`config.mk`:
```
export PLATFORM = sky130hd
export DESIGN_NAME = simple_ifetch
export DESIGN_NICKNAME = d
export VERILOG_FILES = /design/src/rtl/simple_ifetch.sv
export SDC_FILE = /design/constraint.sdc
export NUM_CORES = 1
export LEC_CHECK = 0
export ABC_AREA = 1
export CAP_MARGIN = 30
export CORE_ASPECT_RATIO = 0.7
export CORE_MARGIN = 2
export CORE_UTILIZATION = 45
export DETAILED_ROUTE_END_ITERATION = 8
export GPL_TIMING_DRIVEN = 0
export PLACE_DENSITY_LB_ADDON = 0.25
export SLEW_MARGIN = 20
export SYNTH_ARGS = -nofsm -noshare
export SYNTH_HDL_FRONTEND = slang
export SYNTH_SLANG_ARGS = --single-unit
export TNS_END_PERCENT = 20
```
`constraint.sdc`:
```
create_clock -name clk -period 8.26 [get_ports clk]
set_input_delay 1.652 -clock clk [delete_from_list [all_inputs] [get_ports clk]]
set_output_delay 1.652 -clock clk [all_outputs]
set_load 0.01 [all_outputs]
```
`src/rtl/simple_ifetch.sv`:
```
// simple_ifetch: instruction-fetch stage of the SIMPLE pipeline.
// Owns the PC, issues reads to a 1-cycle-latency synchronous instruction RAM
// and fills the IF/ID register. A single-entry skid buffer catches the word
// that lands while decode is stalled, so no fetched instruction is lost.
module simple_ifetch #(
    parameter int                    PC_WIDTH    = 16,
    parameter logic [PC_WIDTH-1:0]   RESET_PC    = '0,
    parameter logic [15:0]           BUBBLE_INST = 16'h0000
) (
    input  logic                clk,
    input  logic                reset,
    input  logic                run_en,
    input  logic                stall,
    input  logic                redirect,
    input  logic [PC_WIDTH-1:0] redirect_pc,
    input  logic                halt_dec,
    output logic [PC_WIDTH-1:0] imem_addr,
    output logic                imem_rd,
    input  logic [15:0]         imem_q,
    output logic [15:0]         if_inst,
    output logic [PC_WIDTH-1:0] if_pc_plus1,
    output logic                if_valid,
    output logic [PC_WIDTH-1:0] pc,
    output logic                halted
);

    localparam logic [PC_WIDTH-1:0] PC_ONE = PC_WIDTH'(1);

    logic                pend;
    logic [PC_WIDTH-1:0] pend_pc;
    logic [15:0]         skid;
    logic [PC_WIDTH-1:0] skid_pc;
    logic                skid_v;
    logic                issue;

    // A read may only start when nothing upstream or downstream blocks fetch.
    // Reset is included so no read is reported while the block is held in reset.
    always_comb begin
        issue     = run_en & ~stall & ~halted & ~redirect & ~halt_dec & ~reset;
        imem_rd   = issue;
        imem_addr = pc;
    end

    // PC, in-flight tracking, skid buffer and IF/ID register.
    always_ff @(posedge clk or posedge reset) begin
        if (reset) begin
            pc          <= RESET_PC;
            pend        <= 1'b0;
            pend_pc     <= '0;
            skid        <= '0;
            skid_pc     <= '0;
            skid_v      <= 1'b0;
            if_inst     <= BUBBLE_INST;
            if_pc_plus1 <= '0;
            if_valid    <= 1'b0;
            halted      <= 1'b0;
        end else if (redirect) begin
            // Wrong-path work is dropped, including a wrong-path HLT.
            pc       <= redirect_pc;
            pend     <= 1'b0;
            skid_v   <= 1'b0;
            if_inst  <= BUBBLE_INST;
            if_valid <= 1'b0;
            halted   <= 1'b0;
        end else if (halt_dec) begin
            // HLT takes precedence over a simultaneous stall hold.
            halted   <= 1'b1;
            pend     <= 1'b0;
            skid_v   <= 1'b0;
            if_inst  <= BUBBLE_INST;
            if_valid <= 1'b0;
        end else if (stall) begin
            // IF/ID holds; the word arriving now would be lost from the RAM
            // port, so park it. Clearing pend keeps it from being captured twice.
            if (pend) begin
                skid    <= imem_q;
                skid_pc <= pend_pc;
                skid_v  <= 1'b1;
                pend    <= 1'b0;
            end
        end else begin
            if (skid_v) begin
                if_inst     <= skid;
                if_pc_plus1 <= skid_pc + PC_ONE;
                if_valid    <= 1'b1;
                skid_v      <= 1'b0;
            end else if (pend) begin
                if_inst     <= imem_q;
                if_pc_plus1 <= pend_pc + PC_ONE;
                if_valid    <= 1'b1;
            end else begin
                if_inst  <= BUBBLE_INST;
                if_valid <= 1'b0;
            end
            // A new read may start in the same cycle the skid drains; its data
            // lands one cycle later, behind the skid word, so order is kept.
            pend <= issue;
            if (issue) begin
                pend_pc <= pc;
                pc      <= pc + PC_ONE;
            end
        end
    end

endmodule
```
==> impl_summary.log <==
INFO  metric synth.yosys.seq_area_share = 0.485
INFO  metric initialDrtViolationCount = 382
INFO  metric synth_top_area_frac = 0.485
INFO  metric hold_class = flop to flop
INFO  metric area_growth = 30.9%
INFO  metric timing.hold.ws = 471 ps
INFO  metric rsz0062_at_grt = no
INFO  metric hpwlAfterDp = 9530 um
INFO  metric finalSetupTns = 0 ps
INFO  metric timing_worst_slew_pin_value = 471 ps
INFO  metric worst_setup_hold_path_clk_slew = 60 ps
INFO  metric crit_path_max_fanout = 69
INFO  metric crit_path_start_kind = input pin
INFO  metric slowest_delay = 580 ps
INFO  metric timing.critical_path.arrival = 4000 ps
INFO  metric io_pins = 105
INFO  metric post_cts_resize_count = 0
INFO  metric drc = 0
INFO  metric post_synth.cell_area_avg = 8.48 um2
INFO  metric global_route_total_overflow = 0
INFO  metric layout-drive-gt1-share = 0.125
INFO  metric clkSinkCount = 100
INFO  metric drv_cap = 0
INFO  metric slowest_stage = clkdlybuf4s50_1
INFO  metric ir_drop = 0.109 mV
INFO  metric result_of_the_run = complete, no violations
INFO  metric die_h = 93.6 um
INFO  metric timing.max_slew.rel_slack = 0.686
INFO  metric ys_seq_elements = 100
INFO  metric power.internal = 0.000943 W
INFO  metric drt-pass1-iter-count = 5
INFO  metric finalMaxSlewViolations = 0
INFO  metric power.share.sequential = 0.436
INFO  metric power_switching_share = 0.274
INFO  metric floorplan.core_area = 11,100 um2
INFO  metric wp_data_required = 6610 ps
INFO  metric power-per-cell-area = 192 nW/um2
INFO  metric yosysWarningCount = 0
INFO  metric antenna-diode-count = 0
INFO  metric detail_route.vias_per_cell = 5.06
INFO  metric clkPwrFrac = 0.373
INFO  metric cts-buffers-inserted = 9
INFO  metric netlist-cell-type-count = 38
INFO  metric clock_tree.root_cell = clkbuf_16
INFO  metric initial_core_utilization = 0.465
INFO  metric grt_pass1_vias = 4,433
INFO  metric synthesized_area = 5160 um2
INFO  metric die_width = 132 um
INFO  metric power.share.combinational = 0.190
INFO  metric post-route-period-util = 0.685
INFO  metric grt_util_all_layers = 0.220
INFO  metric postSynth.topFlopCell = dfrtp_1
INFO  metric die-area = 12,300 um2
INFO  metric worstSetupPathType = input pin to output port
INFO  metric grt_start_max_net_pins = 70
INFO  metric ctsLongestPathBuffers = 2
INFO  metric setup-violations-final = 0
INFO  metric clk_latency = 350 ps
INFO  metric power.switching = 0.000355 W
INFO  metric netlist_top_cells_area = dfrtp_1 (49%), nand2_1 (14%), o21ai_0 (5.1%)
INFO  metric synth_enable_flop_cells = 0
INFO  metric cts_hold_buffers = 0
INFO  metric maxClockFrequency = 177 MHz
INFO  metric final.setup_skew = 6.40 ps
INFO  metric net_count_after_synthesis = 648
INFO  metric numPortBuffers = 103
INFO  metric leakage_power_figure = 3.12 nW
INFO  metric post_drt_wl_per_cell = 14.7 um
INFO  metric antenna_violations_before_repair = 0
INFO  metric tritoncts_clock_tree = yes
INFO  metric post_cts_buffers = 0
INFO  metric place_congestion = 0.850
INFO  metric core.rowCount = 32
INFO  metric netlist.top_cell.by_area = dfrtp_1
INFO  metric nNetsFinal = 763
INFO  metric synth_async_sr_flop_share = 1.00
INFO  metric postSynthCellCount = 608
INFO  metric critical_path.endpoint_type = output port
INFO  metric finalWirelength = 13,000 um
INFO  metric layout_min_cycle_time = 5650 ps
INFO  metric antenna_left = 0
INFO  metric num-fill-cells = 951
INFO  metric grt_pass1_wl = 21,500 um
INFO  metric detailroute.via_count = 4,454
INFO  metric crit_chain = clkdlybuf4s50_1 > inv_6 > buf_16 > nand2_1 > nor2_1 > nand2_1 > inv_1 > buf_2 > clkdlybuf4s50_1
INFO  metric clock_tree.htree_level_count = 3
INFO  metric finalHoldViolCount = 0
## worst paths after layout
kind                                 from        endpoint  slack (ps)  cells after the start
max reg2reg                        skid_v  if_pc_plus1[6]        6480                      7
max                                 reset         imem_rd        2610                      9
max in group asynchronous           reset      skid_pc[4]        5940                      3
min reg2reg                if_pc_plus1[1]  if_pc_plus1[1]         470                      2
min                        if_pc_plus1[1]  if_pc_plus1[1]         470                      2
min in group asynchronous           reset  if_pc_plus1[0]        1660                      2
## Yosys cell counts (all sizes together), types with 5 or more instances
master	number
nand2	200
dfrtp	100
buf	37
mux2	19
o21ai	68
inv	56
nand3	26
nor2	40
a22oi	16
nand4	6
xor2	9
nor3	5
o221ai	5
## flip-flops by register name, indices dropped and copies added, names as in the netlist
name         flops
halted           1
pend_pc         16
skid_v           1
skid            16
skid_pc         16
if_inst         16
imem_addr       16
if_valid         1
if_pc_plus1     16
pend             1
## critical path, delay by kind of cell
kind / cells / cell delay, ps
and+or+nand+nor: 3 / 300
buffers and inverters: 6 / 1980
## layout by cell type, fill, tap and decap left out, types with 2 or more instances in the layout
cell type / synthesis / final
buf_2: 9 / 9
nand2_4: 2 / 2
xor2_1: 9 / 9
nand2_2: 4 / 4
nand4_1: 6 / 6
clkbuf_1: 4 / 6
buf_4: 20 / 20
dfrtp_1: 100 / 100
nor2_4: 2 / 2
nor2_1: 29 / 29
mux2_1: 6 / 6
mux2_2: 5 / 5
nand3_1: 24 / 24
a22oi_1: 16 / 16
inv_6: 0 / 2
bufinv_16: 0 / 3
o211ai_1: 4 / 4
o21ai_0: 53 / 53
a21oi_1: 4 / 4
o21bai_1: 3 / 3
mux2_4: 8 / 8
inv_1: 52 / 51
o21ai_1: 13 / 13
nor3_1: 5 / 5
nor2_2: 8 / 8
clkdlybuf4s50_1: 0 / 103
clkbuf_16: 0 / 9
o21ai_2: 2 / 2
o221ai_1: 5 / 5
ha_1: 2 / 2
inv_2: 3 / 3
buf_6: 7 / 7
nand2_1: 194 / 194
## layer usage
metal | track usage | vias to the layer above | wire [um]
met5 | 0 | - | 0
met4 | 0.0562 | 0 | 128
met3 | 0.0499 | 16 | 781
met2 | 0.348 | 142 | 5710
met1 | 0.309 | 2105 | 6340
li1 | - | 2191 | -
## through the flow
step | setup WS, ps | instances | utilization | total power [W] | area, um2
2_1_floorplan | 2280 | 608 | - | 0.000709 | 5160
3_3_place_gp | 363 | 864 | 0.575 | 0.000808 | 6380
3_5_place_dp | 2590 | 865 | 0.578 | 0.000819 | 6410
4_1_cts | 2580 | 881 | 0.609 | 0.00131 | 6750
5_1_grt | 2360 | 881 | 0.609 | 0.00136 | 6750
6_report | 2610 | 881 | 0.609 | 0.00130 | 6750
## cells by family (layout without fill, tap and decap cells)
family	count (synthesis)	in the layout	synth area share
muxes	19	19	0.0473
xor gates and xnor gates	10	10	0.0170
and+or+nand+nor	279	279	0.233
adders and majority gates	2	2	0.00485
DFF	100	100	0.485
AOI/OAI and AO/OA	101	101	0.115
buffers and inverters	97	217	0.0980
## area by class of cell
type	count	area, um2	share of cell area
clock inverter	5	108	0.0159
inverter	56	218	0.0322
clock buffer	11	233	0.0345
tap	153	191	0.0283
multi-input combinational	411	2150	0.318
buffer	41	293	0.0434
timing repair buffer	104	1060	0.157
sequential	100	2500	0.371
## power groups by stage
stage / sequential (W) / clock [W] / combinational (W)
floorplan: 0.000571 / 0 / 0.000138
global placement: 0.000572 / 0 / 0.000237
detailed placement: 0.000574 / 0 / 0.000245
CTS: 0.000566 / 0.000493 / 0.000247
global route: 0.000573 / 0.000509 / 0.000275
finish: 0.000566 / 0.000484 / 0.000247
Note: power is estimated with default switching activity, not from simulation.
==> RTL change (config.mk and constraints unchanged) <==
The parameter `PC_WIDTH` goes from 16 to 20.
--- a/src/rtl/simple_ifetch.sv
+++ b/src/rtl/simple_ifetch.sv
@@ -3,7 +3,7 @@
 // and fills the IF/ID register. A single-entry skid buffer catches the word
 // that lands while decode is stalled, so no fetched instruction is lost.
 module simple_ifetch #(
-    parameter int                    PC_WIDTH    = 16,
+    parameter int                    PC_WIDTH    = 20,
     parameter logic [PC_WIDTH-1:0]   RESET_PC    = '0,
     parameter logic [15:0]           BUBBLE_INST = 16'h0000
 ) (
Interface: changed (resized if_pc_plus1, imem_addr, pc and redirect_pc); port bits go from 105 to 121. The function was not compared with the original's and may differ.
==> RTL change against the original RTL <==
- worst hold slack better by 2.7 ps
- sequential power up 19%
- synthesized area up 11%
- power up 36%
- clock skew about the same
- utilization up 2.0 points
- design area up 16%
- wire length up 16%
- final cell count up 14%
- via count up 13%
- sequential cell count up 16
- worst setup slack worse by 540 ps
- combinational power up 24%
- die area up 11%
- critical endpoint unchanged
- largest cell class unchanged
==> RTL change: results (changes against the original RTL) <==
placement:
  placed_area_mm2: 0.00717  # +12%
  placed_cells: 972  # +12%
  dpl.hpwl_mm: 10.9  # +14%
  port_buffers: 120  # +17%
clock_tree:
  cts_buffers: 17  # +8
  clk_latency_ps: 410  # +60 ps
route:
  wirelength_mm: 15.1  # +16%
  via_count: 5034  # +13%
  drtIter0Drc: 277  # -27%
  post_drt_wl_per_cell_um: 15.0  # +2.1%
critical_path:
  max_stage_delay_ps: 610  # +30 ps
  r2r-end: "if_pc_plus1[18]"
  ff2ff_setup_slack_ps: 6020  # -460 ps
  r2r.worst_path.cells: 10  # +3
status:
  status: "completed"
synth:
  synth-xor-area-share_pct: 2.60  # +0.90 points
  synth_compound_area_share_pct: 10.8  # -0.63 points
  yosys-mux-area-fraction_pct: 4.12  # -0.61 points
  synth_cell_types: 29  # -24%
  synthTopCellsByCount: "nand2_1, dfrtp_1, o21ai_0"
  synthAdderAreaFrac_pct: 0.436  # -0.049 points
  synth.net_count: 733  # +13%
  synth-seq-area-share_pct: 50.6  # +2.1 points
  ys_top_cells_by_area: "dfrtp_1, nand2_1, o21ai_0, inv_1, mux2_2"
power_and_ir_drop:
  peakVddDrop_uv: 151  # +38%
  p_sw_mw: 0.472  # +33%
  power.density_mw_per_mm2: 226  # +18%
  p_leak_nw: 3.64  # +17%
  pg_seq_mw: 0.675  # +19%
cells_and_area:
  fillers: 1032  # +8.5%
  layout.nets: 873  # +14%
timing:
  finalClockSkew_ps: 6.19  # -0.216 ps
  worst_pin_slew_ps: 564  # +93.7 ps
global_routing:
  grt_start_max_net_pins: 75  # +7.1%
  grt_pass1_wl_mm: 25.6  # +19%
-- RTL change: area by class of cell --
cell class              count  share of cell area (%)
flip-flops and latches    116                    37.2
multi-input cells         464                    29.8
repair buffers            121                    15.7
clock buffers              20                    5.85
plain buffers              45                    3.45
inverters                  64                    3.14
well taps                 162                    2.60
clock inverters            12                    2.28
-- RTL change: worst max path at each step --
stage	startpoint	end	slack, ps
global route	reset	imem_rd	1810
finish	reset	imem_rd	2070
floorplan	reset	imem_rd	1330
global placement	reset	imem_rd	-880
CTS	reset	imem_rd	2000
detailed placement	reset	imem_rd	2000
-- RTL change: layer usage --
metal / GRT usage [%] / vias to the layer above / wire, um
met1: 33.4 / 2373 / 7300
met2: 36.0 / 164 / 6670
met5: 0 / - / 0
met3: 4.76 / 12 / 1000
met4: 6.99 / 0 / 111
li1: - / 2485 / -
-- RTL change: worst max-delay path, delay by kind of cell --
kind | cells | cell delay, ps
simple gates | 2 | 680
buf+inv | 5 | 2150
